[src/rtl/uart_tx_pkg.sv]
// Shared encodings and line levels for the UART transmit framer and its parity helper.
// Holds no logic, so it adds no latency and has no backpressure of its own.
package uart_tx_pkg;

  localparam logic [2:0] IDLE   = 3'd0;
  localparam logic [2:0] START  = 3'd1;
  localparam logic [2:0] DATA   = 3'd2;
  localparam logic [2:0] PARITY = 3'd3;
  localparam logic [2:0] STOP   = 3'd4;

  typedef enum logic [2:0] {
    S_IDLE   = IDLE,
    S_START  = START,
    S_DATA   = DATA,
    S_PARITY = PARITY,
    S_STOP   = STOP
  } state_e;

  localparam logic PAR_EVEN  = 1'b0;
  localparam logic PAR_ODD   = 1'b1;
  localparam logic START_LVL = 1'b0;
  localparam logic STOP_LVL  = 1'b1;
  localparam logic IDLE_LVL  = 1'b1;

endpackage

[src/rtl/uart_tx_parity.sv]
// Parity bit for a data word: even or odd by type.
// Purely combinational, zero latency; no handshake, so no backpressure.
module uart_tx_parity
  import uart_tx_pkg::*;
#(
  parameter int DATA_WIDTH = 8
) (
  input  logic [DATA_WIDTH-1:0] data_i,
  input  logic                  typ_i,
  output logic                  par_o
);

  assign par_o = (^data_i) ^ (typ_i == PAR_ODD);

endmodule

[src/rtl/uart_tx_framer.sv]
// UART transmit framer: start, LSB-first data, optional parity, 1-2 stop bits on a registered line.
// Line changes one CLK after accept or tick; host must wait for Busy=0, requests while busy are dropped.
module uart_tx_framer
  import uart_tx_pkg::*;
#(
  parameter int DATA_WIDTH = 8,
  parameter int STOP_BITS  = 1
) (
  input  logic                  CLK,
  input  logic                  RST,
  input  logic                  Baud_Tick,
  input  logic [DATA_WIDTH-1:0] P_DATA,
  input  logic                  Data_Valid,
  input  logic                  PAR_EN,
  input  logic                  PAR_TYP,
  output logic                  TX_out,
  output logic                  Busy,
  output logic                  Done
);

  localparam int             CW        = $clog2(DATA_WIDTH + 1);
  localparam logic [CW-1:0] DATA_LAST = CW'(DATA_WIDTH - 1);
  localparam logic [CW-1:0] STOP_LAST = CW'(STOP_BITS - 1);

  state_e                  state_q, state_d;
  logic [CW-1:0]           cnt_q, cnt_d;
  logic [DATA_WIDTH-1:0]   shift_q, shift_d;
  logic                    par_en_q, par_en_d;
  logic                    par_q, par_d;
  logic                    tx_q, tx_d;
  logic                    busy_q, busy_d;
  logic                    done_q, done_d;
  logic                    par_calc;

  uart_tx_parity #(
    .DATA_WIDTH(DATA_WIDTH)
  ) u_parity (
    .data_i(P_DATA),
    .typ_i (PAR_TYP),
    .par_o (par_calc)
  );

  // tx_d is the level of the state being entered, so the line register
  // always shows the bit currently on the wire.
  always_comb begin
    state_d  = state_q;
    cnt_d    = cnt_q;
    shift_d  = shift_q;
    par_en_d = par_en_q;
    par_d    = par_q;
    tx_d     = tx_q;
    busy_d   = busy_q;
    done_d   = 1'b0;
    case (state_q)
      S_IDLE: begin
        tx_d   = IDLE_LVL;
        busy_d = 1'b0;
        if (Data_Valid) begin
          state_d  = S_START;
          shift_d  = P_DATA;
          par_en_d = PAR_EN;
          par_d    = par_calc;
          cnt_d    = '0;
          busy_d   = 1'b1;
          tx_d     = START_LVL;
        end
      end
      S_START: begin
        if (Baud_Tick) begin
          state_d = S_DATA;
          tx_d    = shift_q[0];
        end
      end
      S_DATA: begin
        if (Baud_Tick) begin
          shift_d = shift_q >> 1;
          if (cnt_q == DATA_LAST) begin
            cnt_d = '0;
            if (par_en_q) begin
              state_d = S_PARITY;
              tx_d    = par_q;
            end else begin
              state_d = S_STOP;
              tx_d    = STOP_LVL;
            end
          end else begin
            cnt_d = cnt_q + 1'b1;
            tx_d  = shift_q[1];
          end
        end
      end
      S_PARITY: begin
        if (Baud_Tick) begin
          state_d = S_STOP;
          cnt_d   = '0;
          tx_d    = STOP_LVL;
        end
      end
      S_STOP: begin
        if (Baud_Tick) begin
          if (cnt_q == STOP_LAST) begin
            state_d = S_IDLE;
            cnt_d   = '0;
            busy_d  = 1'b0;
            done_d  = 1'b1;
            tx_d    = IDLE_LVL;
          end else begin
            cnt_d = cnt_q + 1'b1;
          end
        end
      end
      default: begin
        state_d = S_IDLE;
        busy_d  = 1'b0;
        tx_d    = IDLE_LVL;
      end
    endcase
  end

  always_ff @(posedge CLK) begin
    if (!RST) begin
      state_q  <= S_IDLE;
      cnt_q    <= '0;
      shift_q  <= '0;
      par_en_q <= 1'b0;
      par_q    <= PAR_EVEN;
      tx_q     <= IDLE_LVL;
      busy_q   <= 1'b0;
      done_q   <= 1'b0;
    end else begin
      state_q  <= state_d;
      cnt_q    <= cnt_d;
      shift_q  <= shift_d;
      par_en_q <= par_en_d;
      par_q    <= par_d;
      tx_q     <= tx_d;
      busy_q   <= busy_d;
      done_q   <= done_d;
    end
  end

  assign TX_out = tx_q;
  assign Busy   = busy_q;
  assign Done   = done_q;

endmodule

[config.mk]
export PLATFORM = sky130hd
export DESIGN_NAME = uart_tx_framer
export DESIGN_NICKNAME = d
export VERILOG_FILES = /design/src/rtl/uart_tx_pkg.sv /design/src/rtl/uart_tx_parity.sv /design/src/rtl/uart_tx_framer.sv
export SDC_FILE = /design/constraint.sdc
export NUM_CORES = 1
export LEC_CHECK = 0
export CORE_MARGIN = 5
export CORE_UTILIZATION = 35
export DETAILED_ROUTE_END_ITERATION = 7
export PLACE_DENSITY = 0.55
export SYNTH_ARGS = -nofsm -noshare
export SYNTH_HDL_FRONTEND = slang
export SYNTH_HIERARCHICAL = 1
export SYNTH_SLANG_ARGS = --single-unit
[constraint.sdc]
create_clock -name CLK -period 1.5 [get_ports CLK]
set_input_delay 0.15 -clock CLK [delete_from_list [all_inputs] [get_ports CLK]]
set_output_delay 0.15 -clock CLK [all_outputs]
set_load 0.01 [all_outputs]
==> impl_metrics.json, run 1 <==
{
  "status": "complete, but fails checks",
  "violations": "negative setup slack",
  "clock_sinks": 20,
  "final_cells": 220,
  "ant_nets": 0,
  "drive_gt1_frac": 0.3563,
  "finalMaxSlewViolations": 0,
  "antenna-diode-count": 0,
  "synthCells": 135,
  "final_net_count": 191,
  "antenna_found_initial": 0,
  "power_w": 0.002453,
  "leakage_nw": 0.7779,
  "hold_path_end": "par_en_q$_SDFFE_PN0P_",
  "ff2ff_setup_slack_ns": -0.02,
  "hold_start": "PAR_EN",
  "drc": 0,
  "worstSkewPairLatency_ns": 0.31,
  "htree_num_levels": 1,
  "ys_seq_area_frac": 0.3265,
  "clk_pin_slew_ns": 0.13,
  "dp_hpwl_um": 2080,
  "gp_congestion": 0.8194,
  "hold_path_depth": 3,
  "ir_drop_mv": 0.6513,
  "dp.cells": 210,
  "dr_total_vias": 1084,
  "synthXorXnorAreaFrac": 0.07449,
  "yosysWarnings": 6,
  "worst-setup-path-type": "flip-flop to flip-flop",
  "yosysTopAreaCell": "dfxtp_1",
  "dieHeight_um": 69.19,
  "pre_cts_ws_ns": -0.2706,
  "r2r_cells": 6,
  "core_area_um2": 3363,
  "syn_avg_cell_area_um2": 9.083,
  "setup_viol": 2,
  "ios": 17,
  "grt-ovfl-total": 0,
  "final-hold-violation-count": 0,
  "cts_buffers": 3,
  "std_cell_rows": 21,
  "rsz0062_at_grt": "yes",
  "max_slew_margin": 0.7783,
  "cp-start-kind": "flip-flop",
  "avgViaCountPerCell": 4.927,
  "timing.rr.start": "state_q[2]$_SDFFE_PN0P_",
  "critPathArrivalTime_ns": 1.73,
  "die_w_um": 69.19,
  "synthMuxAreaShare": 0.09082,
  "drt_pass1_iterations": 4,
  "synth_cell_types": 43,
  "cts_tree": "done",
  "grt_pass1_wl_um": 5037,
  "cp_data_required_time_ns": 1.71,
  "syn_area_um2": 1226,
  "synth.area.top_cells": "dfxtp_1 (33%), mux2i_1 (8.2%), o211a_1 (5.7%)",
  "io_buffers": 16,
  "num-fill-cells": 341,
  "synth_top_family_by_area": "simple AND/OR/NAND/NOR gates",
  "ys_ff_latch": 20,
  "r2r_end": "shift_q[3]$_SDFFE_PN0P_",
  "root_buffer": "clkbuf_4",
  "worst_slack_ns": -0.02134,
  "synth_top_area_frac": 0.3265,
  "hold_class": "primary input to flip-flop",
  "grt_pass1_vias": 1106,
  "clock.fmax_ghz": 0.6573,
  "synthesis.nets": 151,
  "maxCapViolations": 0,
  "postCtsHoldBufs": 0,
  "worstMarginPinSlew_ns": 0.3318,
  "post_drt_wl_per_cell_um": 13.50,
  "clockBufferDepth": 2,
  "crit_fanout": 6,
  "synth_fa_ha_area_frac": 0.02041,
  "cp-end-kind": "flip-flop",
  "dieArea_um2": 4787,
  "synth_simple_gate_area_share": 0.2306,
  "drt_wl_total_um": 2969,
  "fin_crit_ns": 1.521,
  "syn2layout_area_growth_pct": 43.98,
  "drtIter0Drc": 34,
  "start_util": 0.3646,
  "finClkSkew_ns": 0.01105,
  "synth_compound_area_frac": 0.2000,
  "fin_tns_setup_ns": -0.02288,
  "grt_max_degree": 16,
  "finalCritPeriodShare": 1.014,
  "grt_use_total": 0.1273,
  "p_per_area_nw_per_um2": 1389
}
[stage by stage]
step	utilization	instance area, um2	hold slack (ns)
after floorplan	-	1226	0.2959
after global placement	0.4684	1575	0.4808
after detailed placement	0.4684	1575	0.4865
after CTS	0.5007	1684	0.4487
after global routing	0.5249	1765	0.4733
final	0.5249	1765	0.4458
[how the worst max path moves through the flow]
stage                                    to                    start
finish              shift_q[3]$_SDFFE_PN0P_  state_q[2]$_SDFFE_PN0P_
global route        shift_q[3]$_SDFFE_PN0P_  state_q[2]$_SDFFE_PN0P_
CTS                   cnt_q[2]$_SDFFE_PN0P_  state_q[2]$_SDFFE_PN0P_
detailed placement    cnt_q[2]$_SDFFE_PN0P_               Data_Valid
global placement      cnt_q[2]$_SDFFE_PN0P_               Data_Valid
floorplan               TX_out$_SDFFE_PN1P_  state_q[1]$_SDFFE_PN0P_
[worst max-delay path, stage by stage, from the launching register on]
cell and delay, ns:
dfxtp_2 0.36, buf_6 0.11, or3b_4 0.43, buf_12 0.16, mux2i_2 0.16, nand2_1 0.07
o211a_1 0.12
[synthesized netlist by cell type, drive strengths merged]
cell,number
ha,2
a21oi,3
nand2b,4
and3b,1
buf,5
xor2,1
xnor2,6
nand4,1
o211a,7
and2,1
nand3b,1
dfxtp,20
nor2b,3
or2,1
a21boi,1
nor4b,1
nor3b,4
nor3,1
o21ai,6
o211ai,2
clkbuf,3
xnor3,1
o22ai,5
nand3,3
o2bb2ai,1
or4b,1
a211oi,2
o21a,1
o21bai,1
o221ai,1
nand2,18
mux2i,10
nor2,7
mux2,1
or3b,3
and3,1
inv,5
[logic make-up after synthesis]
| group | Yosys count |
|---|---|
| compound gates | 30 |
| xor+xnor | 8 |
| fa+ha+maj | 2 |
| buf+inv | 13 |
| flops | 20 |
| mux | 11 |
| simple gates | 51 |
[flip-flops by register name, indices dropped and copies added (netlist names)]
register,flops
par_q,1
par_en_q,1
Done,1
Busy,1
shift_q,8
cnt_q,4
TX_out,1
state_q,3
[final cells by class]
type                       instances  area, um2  area share
inverter                           5      18.77     0.01063
sequential                        20      411.6      0.2332
timing repair buffer              43      399.1      0.2261
multi-input combinational        102      842.1      0.4770
clock buffer                       4      36.28     0.02055
tap                               46      57.56     0.03260
[cell usage in the layout, fill, tap and decap left out, types with 3 or more instances in the layout]
cell type,synthesis,routed
clkdlybuf4s50_1,0,16
dfxtp_1,20,15
dfxtp_2,0,3
nor2b_1,3,3
nor2_1,7,5
o21ai_0,6,6
clkbuf_4,0,3
buf_4,1,22
inv_1,5,4
buf_6,2,3
xnor2_1,5,5
nand2b_1,4,3
nand2_1,18,17
mux2i_1,10,9
nand3_1,3,3
o211a_1,7,7
[timing repair]
action	in CTS	in global routing
pin swaps	4	9
hold endpoints to repair	0	0
setup endpoints to repair	15	15
gates cloned	0	1
setup buffers	2	3
gates resized for setup	17	14
[report_power, final]
group / leakage, nW / total [W] / internal (W) / switching (W)
sequential: 0.167 / 0.000789 / 0.000680 / 0.000109
clock: 0.0210 / 0.000329 / 0.000148 / 0.000181
combinational: 0.590 / 0.00133 / 0.000760 / 0.000574
[routing by layer]
layer  part of all wire  global-route usage  vias to the layer above
met4             0.0064             0.02603                        0
met2               0.51              0.2278                       14
met1               0.46              0.1494                      507
met3              0.024             0.03768                        2
met5                  0                   0                        -
li1                   -                   -                      561
(Power assumes the default switching activity.)
==> inputs of run 2 (changes only) <==
--- a/config.mk
+++ b/config.mk
@@ -11,5 +11,4 @@
 export PLACE_DENSITY = 0.55
 export SYNTH_ARGS = -nofsm -noshare
 export SYNTH_HDL_FRONTEND = slang
-export SYNTH_HIERARCHICAL = 1
 export SYNTH_SLANG_ARGS = --single-unit
==> impl_metrics.json, run 2 <==
{
  "status": "complete, but fails checks",
  "violations": "negative setup slack",
  "die_w_um": 68.31,
  "clock_sinks": 20,
  "dr_total_vias": 1197,
  "cts_tree": "done",
  "leakage_nw": 0.7800,
  "synth.area.top_cells": "dfxtp_1 (34%), nand2_1 (6.6%), a311oi_1 (5.9%)",
  "hold_start": "P_DATA[3]",
  "dieHeight_um": 68.31,
  "cp-end-kind": "flip-flop",
  "dp_hpwl_um": 2230,
  "cts_buffers": 3,
  "grt_pass1_wl_um": 5388,
  "synth_top_area_frac": 0.3365,
  "postLayoutCoreUtil": 0.5873,
  "fin_crit_ns": 1.657,
  "worst-setup-path-type": "flip-flop to flip-flop",
  "syn_area_um2": 1190,
  "finalCritPeriodShare": 1.105,
  "syn_avg_cell_area_um2": 8.321,
  "finClkSkew_ns": 0.002399,
  "ant_nets": 0,
  "antenna_found_initial": 0,
  "io_buffers": 16,
  "yosysWarnings": 0,
  "synth_most_common_cell": "nand2_1",
  "ios": 17,
  "synthCells": 143,
  "hold_path_depth": 3,
  "ys_ff_latch": 20,
  "r2r_end": "state_q[0]$_SDFFE_PN0P_",
  "grt_max_degree": 14,
  "drive_gt1_frac": 0.4115,
  "clk_pin_slew_ns": 0.12,
  "clockBufferDepth": 2,
  "core_area_um2": 3311,
  "yosysTopAreaCell": "dfxtp_1",
  "top_register": "shift_q",
  "synth_fa_ha_area_frac": 0.02103,
  "drc": 0,
  "hold_class": "primary input to flip-flop",
  "drtIter0Drc": 42,
  "start_util": 0.3594,
  "syn2layout_area_growth_pct": 63.41,
  "synthesis.nets": 159,
  "largest_reg_flops": 8,
  "synth_cell_types": 39,
  "htree_num_levels": 1,
  "drt_wl_total_um": 3175,
  "synth_top_family_by_area": "simple AND/OR/NAND/NOR gates",
  "synthTopCellsByCount": "nand2_1 (21), dfxtp_1 (20), nor2_1 (16)",
  "root_buffer": "clkbuf_4",
  "clock.fmax_ghz": 0.6035,
  "cp-start-kind": "flip-flop",
  "final_net_count": 209,
  "worst_slack_ns": -0.1569,
  "synthArstFlopShare": 0,
  "avgViaCountPerCell": 5.029,
  "ff2ff_setup_slack_ns": -0.16,
  "synth_simple_gate_area_share": 0.3049,
  "ys_seq_area_frac": 0.3365,
  "timing.rr.start": "cnt_q[1]$_SDFFE_PN0P_",
  "post_drt_wl_per_cell_um": 13.34,
  "synth_edf_count": 0,
  "mostFrequentLayoutCells": "buf_4 (28), nand2_1 (21), clkdlybuf4s50_1 (16)",
  "layout_commonest_cell": "buf_4",
  "synthXorXnorAreaFrac": 0.05573,
  "final-hold-violation-count": 0,
  "fin_tns_setup_ns": -0.7147,
  "antenna-diode-count": 0,
  "cp_data_required_time_ns": 1.73,
  "p_per_area_nw_per_um2": 1513,
  "gp_congestion": 0.8325,
  "drt_pass1_iterations": 4,
  "grt_pass1_vias": 1163,
  "finalMaxSlewViolations": 0,
  "critPathArrivalTime_ns": 1.89,
  "worstMarginPinSlew_ns": 0.4597,
  "largest_registers": "shift_q (8), cnt_q (4), state_q (3)",
  "r2r_cells": 6,
  "rsz0062_at_grt": "yes",
  "dieArea_um2": 4666,
  "grt-ovfl-total": 0,
  "synthMuxAreaShare": 0.009464,
  "maxCapViolations": 0,
  "worstSkewPairLatency_ns": 0.30,
  "setup_viol": 12,
  "std_cell_rows": 21,
  "ir_drop_mv": 0.6037,
  "grt_use_total": 0.1549,
  "yosys_most_used_dff": "dfxtp_1",
  "crit_fanout": 4,
  "synth_compound_area_frac": 0.2208,
  "max_slew_margin": 0.6932,
  "hold_path_end": "shift_q[3]$_SDFFE_PN0P_",
  "worstSetupStartpoint": "cnt_q[1]$_SDFFE_PN0P_"
}
run 2: how the worst max path moves through the flow:
stage          slack (ns)  cells past startpoint                       to
6_report            -0.16                      6  state_q[0]$_SDFFE_PN0P_
4_1_cts             -0.15                      6  state_q[0]$_SDFFE_PN0P_
2_1_floorplan       -0.13                      5    cnt_q[3]$_SDFFE_PN0P_
3_3_place_gp        -0.17                      6    cnt_q[0]$_SDFFE_PN0P_
5_1_grt             -0.28                      6  state_q[0]$_SDFFE_PN0P_
3_5_place_dp        -0.19                      5    cnt_q[3]$_SDFFE_PN0P_
run 2: worst max-delay path, cell delays in order, from the launching register on:
cell,delay [ns]
dfxtp_4,0.38
inv_4,0.06
ha_4,0.12
nor3b_4,0.23
o22ai_4,0.12
or4_1,0.54
a21oi_1,0.14
run 2: per-stage QoR:
| stage | hold WS, ns | area [um2] | power (W) | instances | setup WS, ns |
|---|---|---|---|---|---|
| 6_report | 0.4563 | 1944 | 0.002941 | 238 | -0.1569 |
| 5_1_grt | 0.4451 | 1944 | 0.003146 | 238 | -0.2774 |
| 4_1_cts | 0.4496 | 1790 | 0.002682 | 234 | -0.1515 |
| 3_5_place_dp | 0.4686 | 1595 | 0.002002 | 222 | -0.1915 |
| 3_3_place_gp | 0.4652 | 1595 | 0.001968 | 222 | -0.1710 |
| 2_1_floorplan | 0.2886 | 1229 | 0.001559 | 143 | -0.1310 |
run 2: report_power, final:
part           leakage (nW)  total, W  switching [W]  internal [W]
registers             0.167  0.000785       0.000111      0.000674
clock network        0.0279  0.000447       0.000177      0.000270
logic                 0.585   0.00171       0.000741      0.000968
run 2: layout make-up:
type | instances | area, um2
fill | 304 | 1366
multi-input combinational | 109 | 878.3
timing repair buffer | 54 | 520.5
sequential | 20 | 414.1
tap | 46 | 57.56
clock inverter | 1 | 30.03
clock buffer | 3 | 22.52
inverter | 5 | 21.27
run 2: routing by layer:
layer | GRT usage | part of all wire
met1 | 0.2044 | 0.46
met2 | 0.2563 | 0.50
met3 | 0.02627 | 0.031
met4 | 0.04715 | 0.0066
met5 | 0 | 0
run 2: kinds of logic (layout without fill, tap and decap cells):
| group | after synthesis | count (layout) |
|---|---|---|
| AND/OR/NAND/NOR | 64 | 64 |
| AO/OA/AOI/OAI | 36 | 36 |
| flip-flops | 20 | 20 |
| buffers and inverters | 14 | 63 |
| XOR/XNOR | 6 | 6 |
| adder cells (fa/ha/maj) | 2 | 2 |
| multiplexers | 1 | 1 |
run 2: what timing repair did:
action                     CTS  global route
pin swaps                    9            13
resized for setup           18            28
cloned                       1             0
setup endpoints to repair   14            18
buffers inserted             7             4
hold buffers                 0             0
